**config.mk**
```make
export PLATFORM = sky130hd
export DESIGN_NAME = cache_fill_ctrl
export DESIGN_NICKNAME = d
export VERILOG_FILES = /design/src/rtl/cache_fill_ctrl.sv
export SDC_FILE = /design/constraint.sdc
export NUM_CORES = 1
export LEC_CHECK = 0
export CAP_MARGIN = 25
export CORE_AREA = 2 2 65 67
export DETAILED_ROUTE_END_ITERATION = 6
export DIE_AREA = 0 0 67 69
export PLACE_DENSITY = 0.83
export SLEW_MARGIN = 20
export SYNTH_ARGS = -nofsm -noshare
export SYNTH_HDL_FRONTEND = slang
export SYNTH_SLANG_ARGS = --single-unit
export TNS_END_PERCENT = 1
```
**constraint.sdc**
```tcl
create_clock -name clk -period 3.2 [get_ports clk]
set_input_delay 0.64 -clock clk [delete_from_list [all_inputs] [get_ports clk]]
set_output_delay 0.64 -clock clk [all_outputs]
set_load 0.05 [all_outputs]
```
**src/rtl/cache_fill_ctrl.sv**
```systemverilog
// cache_fill_ctrl: miss-fill controller streaming one cache block from main memory into the I- or D-cache
//
// Ports:
//   clk, rst_n                        clock (rising edge), asynchronous active-low reset
//   icache_miss / icache_miss_addr    I-cache miss request and faulting byte address
//   dcache_miss / dcache_miss_addr    D-cache miss request and faulting byte address (wins arbitration)
//   mem_en / mem_addr                 one read request per cycle to pipelined main memory
//   mem_data / mem_data_valid         returned read data, in issue order
//   fill_sel                          0 = I-cache, 1 = D-cache is the fill target
//   fill_data / fill_word_idx         word and its index for the data-array write
//   fill_data_we                      data-array write enable
//   fill_tag_we / fill_tag_addr       tag/valid write on the final word, block base address
//   icache_busy / dcache_busy         fill in progress for that cache
//   fill_done                         one-cycle pulse when the block is complete
module cache_fill_ctrl #(
    parameter int BLOCK_WORDS = 8,
    parameter int ADDR_W      = 16
) (
    input  logic                           clk,
    input  logic                           rst_n,
    input  logic                           icache_miss,
    input  logic [ADDR_W-1:0]              icache_miss_addr,
    input  logic                           dcache_miss,
    input  logic [ADDR_W-1:0]              dcache_miss_addr,
    output logic                           mem_en,
    output logic [ADDR_W-1:0]              mem_addr,
    input  logic [15:0]                    mem_data,
    input  logic                           mem_data_valid,
    output logic                           fill_sel,
    output logic [15:0]                    fill_data,
    output logic [$clog2(BLOCK_WORDS)-1:0] fill_word_idx,
    output logic                           fill_data_we,
    output logic                           fill_tag_we,
    output logic [ADDR_W-1:0]              fill_tag_addr,
    output logic                           icache_busy,
    output logic                           dcache_busy,
    output logic                           fill_done
);
    localparam int IW = $clog2(BLOCK_WORDS);
    // Byte offset within a block spans IW word bits plus the half-word bit.
    localparam logic [ADDR_W-1:0] OFF_MASK = ADDR_W'((1 << (IW + 1)) - 1);
    localparam logic [IW:0]       ISSUE_END = (IW + 1)'(BLOCK_WORDS);
    localparam logic [IW-1:0]     RECV_LAST = IW'(BLOCK_WORDS - 1);

    typedef enum logic {IDLE, FILL} state_t;

    state_t            state_q, state_d;
    logic              sel_q, sel_d;
    logic [ADDR_W-1:0] base_q, base_d;
    logic [IW:0]       issue_q, issue_d;
    logic [IW-1:0]     recv_q, recv_d;

    always_ff @(posedge clk or negedge rst_n) begin
        if (!rst_n) begin
            state_q <= IDLE;
            sel_q   <= 1'b0;
            base_q  <= '0;
            issue_q <= '0;
            recv_q  <= '0;
        end else begin
            state_q <= state_d;
            sel_q   <= sel_d;
            base_q  <= base_d;
            issue_q <= issue_d;
            recv_q  <= recv_d;
        end
    end

    always_comb begin
        state_d       = state_q;
        sel_d         = sel_q;
        base_d        = base_q;
        issue_d       = issue_q;
        recv_d        = recv_q;
        mem_en        = 1'b0;
        mem_addr      = '0;
        fill_data_we  = 1'b0;
        fill_data     = '0;
        fill_word_idx = '0;
        fill_tag_we   = 1'b0;
        fill_done     = 1'b0;
        if (state_q == IDLE) begin
            if (dcache_miss || icache_miss) begin
                sel_d   = dcache_miss;
                base_d  = (dcache_miss ? dcache_miss_addr : icache_miss_addr) & ~OFF_MASK;
                issue_d = '0;
                recv_d  = '0;
                state_d = FILL;
            end
        end else begin
            // Issue side runs ahead of the receive side by the memory latency.
            if (issue_q < ISSUE_END) begin
                mem_en   = 1'b1;
                mem_addr = base_q + ADDR_W'({issue_q, 1'b0});
                issue_d  = issue_q + (IW + 1)'(1);
            end
            if (mem_data_valid) begin
                fill_data_we  = 1'b1;
                fill_data     = mem_data;
                fill_word_idx = recv_q;
                recv_d        = recv_q + IW'(1);
                // Tag is written only with the last word so a block is never tagged partially filled.
                if (recv_q == RECV_LAST) begin
                    fill_tag_we = 1'b1;
                    fill_done   = 1'b1;
                    state_d     = IDLE;
                end
            end
        end
    end

    assign fill_sel      = sel_q;
    assign fill_tag_addr = base_q;
    assign icache_busy   = (state_q == FILL) && !sel_q;
    assign dcache_busy   = (state_q == FILL) && sel_q;
endmodule

```
==> reports/qor.csv <==
metric,value,unit
status,"complete, no violations",
grt_max_degree,32,
ios,111,
crit_path_end_kind,output pin,
max_freq,369.0,MHz
p_leak,1.101,nW
tightest_slew,0.6553,ns
synth_area_leaders,"dfrtp_1 41%, and3_1 10%, mux2i_1 9.3%",
setup_viol,0,
yosysTopAreaCellShare,40.78,%
synthesis.instances,146,
nFillCells,377,
pre_cts_slack,0.6075,ns
diodes,0,
grt_pass1_wl,5575,µm
crit_buf_inv,2,
die_x,67,µm
ys_types,21,
synth.ff_latch_count,21,
via_per_inst,4.387,
clkPwrFrac,7.6,%
crit_family,buffers and inverters,
hp-class,reg -> reg,
cts_max_path_buffers,2,
cts_sinks,21,
intPower,1.000,mW
insertion_delay,0.25,ns
drt-total-wl,3455,µm
postCtsSetupBuffers,0,
area_delta_synth_final,75.63,%
multi_input_area,655.6,µm²
rows,23,
cp_max_fo,19,
clockRootBuffer,clkbuf_8,
syn_area_per_cell,8.827,µm²
rsz0062_at_grt,no,
route.detailed.drc,0,
wire_per_inst,12.04,µm
slew_viol_final,0,
switching_share,54.62,%
drt_iter0_markers,37,
ys_seq_area_share,40.78,%
p_sw,1.204,mW
maxSlewHeadroom,56.19,%
dr.pass1.iters,4,
overflow,0,
post-route-util,57.83,%
hold_buffers,0,
htree_levels,1,
ant_nets,0,
first_global_vias,1148,
die_height,69,µm
finClkSkew,0.004735,ns
vdd_drop_max,428.7,µV
finalCriticalPeriod,2.710,ns
place_congestion,0.7741,
critPathLaunch,issue_q[3]$_DFFE_PN0P_,
cap_violations,0,
numCtsBuffers,3,
cts_resized,0,
coreArea,0.003914,mm²
pwr_density_cell,974.0,mW/mm²
synth_area_leader_cell,dfrtp_1,
drive_gt1_share,13.50,%
crit_chain,"nand2b_2, inv_2, and2_1, clkdlybuf4s50_1",
initial_utilization,32.93,%
tns,0,ns
die_area,0.004623,mm²
cp.arrival,2.07,ns
finalNetCount,294,
cts_tree,yes,
clk_pin_slew,0.08,ns
start_kind,flop,
hpwl,2722,µm
vias,1259,
numPortBuffers,97,
yosysWarnings,0,
cp_data_required_time,2.56,ns
hp-start,issue_q[3]$_DFFE_PN0P_,
hold_viol,0,
fin_crit_sh,84.68,%
regArea,525.5,µm²
syn_area,0.001289,mm²
max_stage_delay,0.81,ns
p_comb_share,70.7,%
critical_path.slowest_cell,clkdlybuf4s50_1,
rr_startpoint,state_q$_DFF_PN0_,
power_frac_seq,21.7,%
grt_usage,15.33,%
path_class,reg -> out,
setup_ws,0.4903,ns
grt_antenna_before_repair,0,
==> metal layers <==
metal | up-vias | track usage (%) | wire length (µm)
met3 | 2 | 2.773 | 96
met5 | - | 0 | 0
met1 | 563 | 18.54 | 1429
li1 | 666 | - | -
met4 | 0 | 2.948 | 31
met2 | 28 | 27.72 | 1897
==> synthesized netlist by cell type (all sizes together) <==
cell type / count
and3: 21
dfrtp: 21
nand2: 20
o21ai: 18
and2: 16
buf: 13
mux2i: 12
nand3: 5
clkbuf: 4
inv: 4
ha: 3
nor2: 2
nor3: 2
conb: 1
nand2b: 1
nand4: 1
nor2b: 1
o21bai: 1
==> worst paths after layout <==
path,slack [ns],to,cells after the start
max,0.49,mem_addr[14],4
min,0.50,issue_q[3]$_DFFE_PN0P_,1
max reg2reg,1.80,issue_q[2]$_DFFE_PN0P_,4
min reg2reg,0.50,issue_q[3]$_DFFE_PN0P_,1
max in group asynchronous,2.10,fill_tag_addr[8]$_DFFE_PN0P_,2
min in group asynchronous,0.67,fill_tag_addr[5]$_DFFE_PN0P_,1
==> power by group through the flow <==
| stage | clock network (mW) | logic, mW | registers (mW) |
|---|---|---|---|
| after global placement | 0 | 1.55 | 0.476 |
| after CTS | 0.175 | 1.57 | 0.481 |
| after global routing | 0.194 | 1.65 | 0.501 |
| after detailed placement | 0 | 1.57 | 0.486 |
| final | 0.167 | 1.56 | 0.478 |
| after floorplan | 0 | 0.789 | 0.742 |
==> layout make-up <==
type / count / area share (%)
clock buffer: 3 / 1.824
clock inverter: 1 / 0.2211
inverter: 4 / 0.6634
multi-input combinational: 108 / 28.97
sequential: 21 / 23.22
tap: 50 / 2.764
timing repair buffer: 100 / 42.34
==> state kept, by name, summed over array words and instances (netlist names) <==
name	flops
issue_q	4
state_q	1
recv_q	3
fill_tag_addr	12
fill_sel	1
==> kinds of logic after synthesis <==
| kind of cell | count (synthesis) | synth area share, % |
|---|---|---|
| multiplexers | 12 | 9.321 |
| adder cells (fa/ha/maj) | 3 | 2.913 |
| AO/OA/AOI/OAI | 19 | 8.446 |
| buffers and inverters | 21 | 9.514 |
| flip-flops | 21 | 40.78 |
| other | 1 | 0.2910 |
| AND/OR/NAND/NOR | 69 | 28.74 |
==> through the flow <==
step / hold WS (ns) / std cells / area (µm²) / power (mW)
2_1_floorplan: 0.3444 / 150 / 1304 / 1.531
4_1_cts: 0.4959 / 286 / 2248 / 2.227
3_5_place_dp: 0.4814 / 282 / 2202 / 2.055
5_1_grt: 0.5341 / 287 / 2263 / 2.342
6_report: 0.4988 / 287 / 2263 / 2.204
3_3_place_gp: 0.4706 / 282 / 2202 / 2.030
==> cell usage in the layout (no fill, tap or decap), types with 2 or more instances in the layout <==
cell / n
inv_1: 3
dfrtp_1: 21
conb_1: 5
o21ai_0: 3
ha_1: 3
and3_1: 21
nor3_1: 2
clkdlybuf4s50_1: 75
nand2_1: 20
o21ai_1: 15
buf_4: 23
and2_1: 16
nand3_1: 5
clkbuf_8: 3
nor2_1: 2
mux2i_1: 12
Note: power is estimated with default switching activity, not from simulation.
